**src/rtl/mycpu_bus_defs.sv**
```systemverilog
// mycpu_bus_defs: shared encodings for the sram-like bus arbiter and its helpers.
package mycpu_bus_defs;

    typedef enum logic [1:0] {
        ST_IDLE = 2'd0,
        ST_ADDR = 2'd1,
        ST_DATA = 2'd2
    } arb_state_e;

    typedef enum logic {
        OWN_INST = 1'b0,
        OWN_DATA = 1'b1
    } owner_e;

    localparam logic [1:0] SIZE_BYTE = 2'd0;
    localparam logic [1:0] SIZE_HALF = 2'd1;
    localparam logic [1:0] SIZE_WORD = 2'd2;

endpackage

```
**src/rtl/arb_prio_sel.sv**
```systemverilog
// arb_prio_sel: data-priority winner select with a starvation counter for instruction fetch.
module arb_prio_sel
    import mycpu_bus_defs::*;
#(
    parameter int STARVE_LIMIT = 4
) (
    input  logic   clk,
    input  logic   resetn,
    input  logic   inst_req,
    input  logic   data_req,
    input  logic   grant,
    output owner_e winner
);

    localparam int CNT_W = (STARVE_LIMIT > 0) ? $clog2(STARVE_LIMIT + 1) : 1;
    localparam logic [CNT_W-1:0] LIM = CNT_W'(STARVE_LIMIT);

    logic [CNT_W-1:0] starve_cnt;
    logic             starved;

    // A limit of zero never forces an instruction grant.
    assign starved = inst_req && (STARVE_LIMIT != 0) && (starve_cnt == LIM);
    assign winner  = (data_req && !starved) ? OWN_DATA : OWN_INST;

    always_ff @(posedge clk or negedge resetn) begin
        if (!resetn)
            starve_cnt <= '0;
        else if (grant)
            starve_cnt <= (winner == OWN_DATA && inst_req)
                        ? ((starve_cnt == LIM) ? LIM : starve_cnt + 1'b1)
                        : '0;
    end

endmodule

```
**src/rtl/sram_like_arbiter.sv**
```systemverilog
// sram_like_arbiter: shares one sram-like port between inst fetch and data access,
// one outstanding transaction at a time, data priority with bounded inst starvation.
module sram_like_arbiter
    import mycpu_bus_defs::*;
#(
    parameter int ADDR_W       = 32,
    parameter int DATA_W       = 32,
    parameter int STARVE_LIMIT = 4
) (
    input  logic              clk,
    input  logic              resetn,
    input  logic              inst_req,
    input  logic              inst_wr,
    input  logic [1:0]        inst_size,
    input  logic [ADDR_W-1:0] inst_addr,
    input  logic [DATA_W-1:0] inst_wdata,
    output logic              inst_addr_ok,
    output logic              inst_data_ok,
    output logic [DATA_W-1:0] inst_rdata,
    input  logic              data_req,
    input  logic              data_wr,
    input  logic [1:0]        data_size,
    input  logic [ADDR_W-1:0] data_addr,
    input  logic [DATA_W-1:0] data_wdata,
    output logic              data_addr_ok,
    output logic              data_data_ok,
    output logic [DATA_W-1:0] data_rdata,
    output logic              mem_req,
    output logic              mem_wr,
    output logic [1:0]        mem_size,
    output logic [ADDR_W-1:0] mem_addr,
    output logic [DATA_W-1:0] mem_wdata,
    input  logic              mem_addr_ok,
    input  logic              mem_data_ok,
    input  logic [DATA_W-1:0] mem_rdata
);

    arb_state_e state, state_nx;
    owner_e     owner, winner;
    logic       grant, addr_hit, resp_hit;

    arb_prio_sel #(
        .STARVE_LIMIT(STARVE_LIMIT)
    ) u_prio (
        .clk     (clk),
        .resetn  (resetn),
        .inst_req(inst_req),
        .data_req(data_req),
        .grant   (grant),
        .winner  (winner)
    );

    always_ff @(posedge clk or negedge resetn) begin
        if (!resetn)
            state <= ST_IDLE;
        else
            state <= state_nx;
    end

    // mem_data_ok outside ADDR-with-accept or DATA is a protocol violation and is dropped.
    always_comb begin
        state_nx     = state;
        grant        = 1'b0;
        addr_hit     = (state == ST_ADDR) && mem_addr_ok;
        resp_hit     = mem_data_ok && ((state == ST_DATA) || addr_hit);
        inst_addr_ok = addr_hit && (owner == OWN_INST);
        data_addr_ok = addr_hit && (owner == OWN_DATA);
        inst_data_ok = resp_hit && (owner == OWN_INST);
        data_data_ok = resp_hit && (owner == OWN_DATA);
        case (state)
            ST_IDLE: begin
                grant    = inst_req || data_req;
                state_nx = grant ? ST_ADDR : ST_IDLE;
            end
            ST_ADDR: state_nx = addr_hit ? (mem_data_ok ? ST_IDLE : ST_DATA) : ST_ADDR;
            ST_DATA: state_nx = mem_data_ok ? ST_IDLE : ST_DATA;
            default: state_nx = ST_IDLE;
        endcase
    end

    always_ff @(posedge clk or negedge resetn) begin
        if (!resetn) begin
            owner     <= OWN_INST;
            mem_req   <= 1'b0;
            mem_wr    <= 1'b0;
            mem_size  <= '0;
            mem_addr  <= '0;
            mem_wdata <= '0;
        end else if (grant) begin
            owner     <= winner;
            mem_req   <= 1'b1;
            mem_wr    <= (winner == OWN_DATA) ? data_wr    : inst_wr;
            mem_size  <= (winner == OWN_DATA) ? data_size  : inst_size;
            mem_addr  <= (winner == OWN_DATA) ? data_addr  : inst_addr;
            mem_wdata <= (winner == OWN_DATA) ? data_wdata : inst_wdata;
        end else if (addr_hit) begin
            mem_req   <= 1'b0;
        end
    end

    assign inst_rdata = mem_rdata;
    assign data_rdata = mem_rdata;

endmodule
```
**config.mk**
```make
export PLATFORM = sky130hd
export DESIGN_NAME = sram_like_arbiter
export DESIGN_NICKNAME = d
export VERILOG_FILES = /design/src/rtl/mycpu_bus_defs.sv /design/src/rtl/arb_prio_sel.sv /design/src/rtl/sram_like_arbiter.sv
export SDC_FILE = /design/constraint.sdc
export NUM_CORES = 1
export LEC_CHECK = 0
export BUFFER_PORTS_ARGS = -buffer_cell sky130_fd_sc_hd__buf_4
export CAP_MARGIN = 0
export CORE_AREA = 2 2 121 123
export DETAILED_ROUTE_END_ITERATION = 6
export DIE_AREA = 0 0 123 125
export SLEW_MARGIN = 20
export SYNTH_ARGS = -nofsm -noshare
export SYNTH_HDL_FRONTEND = slang
export SYNTH_HIERARCHICAL = 1
export SYNTH_SLANG_ARGS = --single-unit
export TNS_END_PERCENT = 30
```
**constraint.sdc**
```tcl
create_clock -name clk -period 5.45 [get_ports clk]
set_clock_uncertainty 0.05 [all_clocks]
set_input_delay 0.545 -clock clk [delete_from_list [all_inputs] [get_ports clk]]
set_output_delay 0.545 -clock clk [all_outputs]
set_load 0.01 [all_outputs]
```
* Word-level counts from Yosys, hierarchy flattened
Index checks and enable logic that the tools add are counted.
** Storage, ports and cells
- Input bits :: 172
- Bits in writable memories :: 0
- Bits in latches :: 0
- Output and inout bits :: 136
- Bits in registers :: 74
- Logic and storage cells :: 41
- ROM bits :: 0
- Memories :: 0
** Cells by class
- $lt $le $gt $ge :: 0
- $add $sub $neg :: 1
- Eq/ne operators :: 3
- Bitwise logic cells :: 1
- Divide/modulo/power cells :: 0
- Multiply operators :: 0
- Shift-type cells :: 0
- Multiplexer cells :: 14
- Reductions and logical operators :: 14
** Operators with widths (number)
- 2-to-1 mux 32 bit :: 2
- logical AND 1 bit :: 9
- 2-to-1 mux 1 bit :: 6
- 2-to-1 mux 2 bit :: 3
- 2-to-1 mux 3 bit :: 2
- case mux 2 bit (3 select lines) :: 1
- adder 3 x 1 -> 3 bit (second input constant) :: 1
- equality test 3 bit (second input constant) :: 1
- equality test 2 x 1 -> 1 bit (second input constant) :: 1
- equality test 2 bit (second input constant) :: 1
- logical NOT 2 bit :: 1
- logical OR 1 bit :: 2
- nonzero test 2 bit :: 1
- logical NOT 1 bit :: 1
- inverter 1 bit :: 1

* Longest topological paths before layout
- Depth in word-level cells :: 7
- Gate-level depth with buffers :: 8
- Depth with buffers taken out :: 5

* Hierarchy
Netlist, hierarchy kept.
** By module, submodules not included
- sram_like_arbiter :: area each 4144.0 um^2, cells an instance 300, times used 1, seq. area each 1776.7 um^2
- arb_prio_sel :: area each 187.7 um^2, cells an instance 19, times used 1, seq. area each 75.1 um^2

* Worst setup path before layout
Ideal clock, no wire load.
- Path kind :: reg-to-reg
- Start :: register u_prio.starve_cnt[0]
- End :: register mem_addr[24]
- Cell stages (with the launch flop) :: 9
- Path buffers :: 3
- Required time :: 5275 ps
- Clock period less this slack :: 1938 ps
- Slack :: 3512 ps
- Setup time :: 125 ps
- Data arrival time :: 1763 ps
- Path through :: dfrtp_1 inv_1 ha_1 a31oi_1 buf_6 buf_6 buf_6 mux2_4 mux2_4
** Between the ends
- Cells in the longest elaborated chain, start to end :: 6
** RTL lines
- start: declaration :: RTL line arb_prio_sel.sv:18 : logic [CNT_W-1:0] starve_cnt;
- start signal: assignment :: RTL line arb_prio_sel.sv:29 : starve_cnt <= (winner == OWN_DATA && inst_req)
- equality test 3 bit :: RTL line arb_prio_sel.sv:22 : assign starved = inst_req && (STARVE_LIMIT != 0) && (starve_cnt == LIM);
- logical AND 1 bit :: RTL line arb_prio_sel.sv:22
- logical NOT 1 bit :: RTL line arb_prio_sel.sv:23 : assign winner = (data_req && !starved) ? OWN_DATA : OWN_INST;
- logical AND 1 bit :: RTL line arb_prio_sel.sv:23
- 2-to-1 mux 1 bit :: RTL line arb_prio_sel.sv:23
- named net winner :: RTL line sram_like_arbiter.sv:39 : owner_e owner, winner;
- 2-to-1 mux 32 bit :: RTL line sram_like_arbiter.sv:94 : mem_addr <= (winner == OWN_DATA) ? data_addr : inst_addr;
- end signal: assignment :: RTL line sram_like_arbiter.sv:94
- end: declaration :: RTL line sram_like_arbiter.sv:31 : output logic [ADDR_W-1:0] mem_addr,
The timed path passes the listed nets, and every way through them passes these cells.
A chain may end at the register's enable or synchronous reset.

* Worst setup path in the final report
- Start :: register u_prio.starve_cnt[0]
- End :: register mem_addr[16]
Same word-level chain as after synthesis.

==> results.json <==
{
  "antenna_left": 0,
  "start_util_pct": 30.5,
  "synth_seq_cells": 74,
  "dp_hpwl_mm": 7.08,
  "cts_root_buf": "clkbuf_16",
  "multiInputGateArea_um2": 1860,
  "crit_top_cell": "mux2_2",
  "ys_warn_count": 6,
  "grt_pass1_wl_mm": 14.7,
  "nNetsFinal": 639,
  "p_per_area_nw_per_um2": 486,
  "synth_cell_types": 26,
  "path_class": "flip-flop to flip-flop",
  "syn_avg_cell_area_um2": 13.6,
  "die-height_um": 125,
  "portBuffers": 211,
  "post-route-period-util_pct": 46.1,
  "final_core_util_pct": 41.3,
  "synth_xor_area_share_pct": 0,
  "finalMaxSlewViolations": 0,
  "core_um2": 14200,
  "worst_path_max_delay_cell": "buf_4",
  "hold_viol_final": 0,
  "cp_max_fo": 68,
  "area_growth_pct": 35.4,
  "drcViolationCount": 0,
  "place.gp.congestion": 0.720,
  "nFillCells": 1366,
  "seq_area_frac_synth_pct": 42.7,
  "synth_compound_area_share_pct": 1.13,
  "via_per_inst": 4.38,
  "grtUsageTotal_pct": 12.4,
  "die-area_um2": 15400,
  "pre_cts_ws_ps": 2890,
  "drtIter0Drc": 49,
  "ios": 308,
  "synth_cells": 319,
  "synth_nets": 493,
  "hold_ws_ps": 294,
  "drive_above_1_share_pct": 77.9,
  "grt_overflow_total": 0,
  "grt_max_degree": 75,
  "final_cell_area_um2": 5870,
  "max_stage_delay_ps": 750,
  "endpoint_kind": "flip-flop",
  "cp_top_family": "buffers and inverters",
  "outcome": "complete, no violations",
  "power_leakage_uw": 0.00281,
  "grt_setup_unrepaired": "false",
  "h-tree-depth": 3,
  "post_dp_cell_area_um2": 5570,
  "cts_tree": "yes",
  "first_global_vias": 3008,
  "grt_antenna_before_repair": 0,
  "insertion_delay_ps": 330,
  "cp_num_buf_inv": 2,
  "p_int_uw": 1990,
  "dr_total_vias": 2864,
  "tightest_slew_ps": 959,
  "arrival_ps": 2670,
  "post_cts_resized": 0,
  "setup_viol": 0,
  "clockBufferDepth": 2,
  "cap_violations": 0,
  "fin_crit_ps": 2510,
  "worstPathRequired_ps": 5610,
  "crit_path_start_kind": "flip-flop",
  "irDropWorstVdd_uv": 323,
  "power_switching_uw": 863,
  "rrSetupSlack_ps": 2940,
  "setup_tns_ps": 0,
  "setup_ws_ps": 2940,
  "rows": 44,
  "max_slew_margin_pct": 36.0,
  "cts_buffers": 9,
  "hold_path.class": "input pin to async pin",
  "power_frac_seq_pct": 34.6,
  "cts_post_setup_buffers_inserted": 0,
  "path_cells": "inv_1 > ha_1 > a31oi_4 > buf_4 > mux2_2 > mux2_2",
  "wl_mm": 9.50,
  "wl_per_cell_um": 14.5,
  "comb_power_share_pct": 44.7,
  "synth_fa_ha_area_share_pct": 0.578,
  "switching_share_pct": 30.3,
  "cts.sinks": 74,
  "power_frac_clock_pct": 20.7,
  "firstDrtPassIters": 3,
  "synth_top_family_by_area": "multiplexers",
  "cts_hold_buf": 0,
  "regArea_um2": 1850,
  "muxShareOfSynthArea_pct": 38.6,
  "synth-simple-area-share_pct": 2.25,
  "antennaDiodeCount": 0,
  "fmax_mhz": 398,
  "die_x_um": 123,
  "syn_area_um2": 4330,
  "path_clk_slew_ps": 50
}
-- power groups by stage --
stage / clock [uW] / sequential, uW / combinational, uW
2_1_floorplan: 0 / 1100 / 648
3_3_place_gp: 0 / 984 / 1280
3_5_place_dp: 0 / 993 / 1300
4_1_cts: 623 / 991 / 1300
5_1_grt: 648 / 1030 / 1370
6_report: 591 / 985 / 1270
-- cells in the mapped netlist (all sizes together) --
library cell	count	area [um^2]
mux2	135	1660
buf	79	617
dfrtp	74	1850
inv	5	18.8
nor2	5	18.8
nand2	4	17.5
ha	2	25.0
nand3b	2	15.0
nor3	2	21.3
a21boi	1	7.51
a21o	1	7.51
a31oi	1	6.26
mux2i	1	10.0
nand3	1	5.00
nand4	1	6.26
nor3b	1	7.51
o22ai	1	6.26
o2bb2ai	1	8.76
o31ai	1	12.5
or2	1	6.26
-- final timing paths --
| path | startpoint | cells after the start | end |
|---|---|---|---|
| min in group clk | mem_data_ok | 2 | state[1] |
| min reg2reg | mem_req | 1 | mem_req |
| max reg2reg | u_prio/starve_cnt[0] | 6 | mem_addr[16] |
| min | resetn | 1 | mem_req |
| max in group asynchronous | resetn | 1 | mem_addr[25] |
| max | u_prio/starve_cnt[0] | 6 | mem_addr[16] |
-- per-layer routing --
| metal | wire (um) | GRT usage (%) | part of all wire [%] | vias up |
|---|---|---|---|---|
| met1 | 3430 | 13.4 | 36 | 1355 |
| met5 | 0 | 0 | 0 | - |
| met2 | 4930 | 21.4 | 52 | 145 |
| met4 | 282 | 7.02 | 3.0 | 0 |
| li1 | - | - | - | 1337 |
| met3 | 863 | 3.65 | 9.1 | 27 |
-- area by class of cell --
cell class                 count  area share (%)
multi-input combinational    161            31.7
sequential                    74            31.6
timing repair buffer         214            27.4
clock buffer                  14            4.50
tap                          184            3.92
clock inverter                 2           0.597
inverter                       5           0.320
-- cell usage in the layout, fill, tap and decap left out --
cell and instances:
clkinv_2 1, buf_4 214, nor3b_1 1, a21boi_0 1, clkbuf_16 9, nor2_1 5, nand3_1 1, bufinv_16 1
mux2_2 96, or2_2 1, o22ai_1 1, mux2i_1 1, clkbuf_1 3, inv_1 5, nand4_1 1, ha_1 2
mux2_1 1, nand2_1 3, a21o_1 1, clkbuf_8 2, o31ai_2 1, dfrtp_1 74, nor3_4 1, nand2_2 1
nand3b_1 2, mux2_4 38, a31oi_4 1, nor3_1 1, o2bb2ai_1 1
-- metrics by stage --
stage | cells | total power (uW)
after floorplan | 319 | 1740
after global placement | 638 | 2270
after detailed placement | 638 | 2290
after CTS | 654 | 2910
after global routing | 654 | 3050
final | 654 | 2850
-- worst register-to-register path, stage by stage (launching register included) --
cell and delay [ps]:
dfrtp_1 350, inv_1 70, ha_1 260, a31oi_4 190, buf_4 750, mux2_2 470
mux2_2 260
-- cell families (layout without fill, tap and decap cells) --
logic type / count (synthesis) / count (layout)
AND/OR/NAND/NOR: 17 / 17
flip-flops: 74 / 74
multiplexers: 136 / 136
buffers and inverters: 84 / 235
adder cells (fa/ha/maj): 2 / 2
AO/OA/AOI/OAI: 6 / 6
-- sequential cells by signal, indices dropped and copies added, names as in the netlist --
name,count
state,2
mem_addr,32
mem_wdata,32
mem_req,1
mem_wr,1
u_prio/starve_cnt,3
owner,1
mem_size,2
Note: power is estimated with default switching activity, not from simulation.
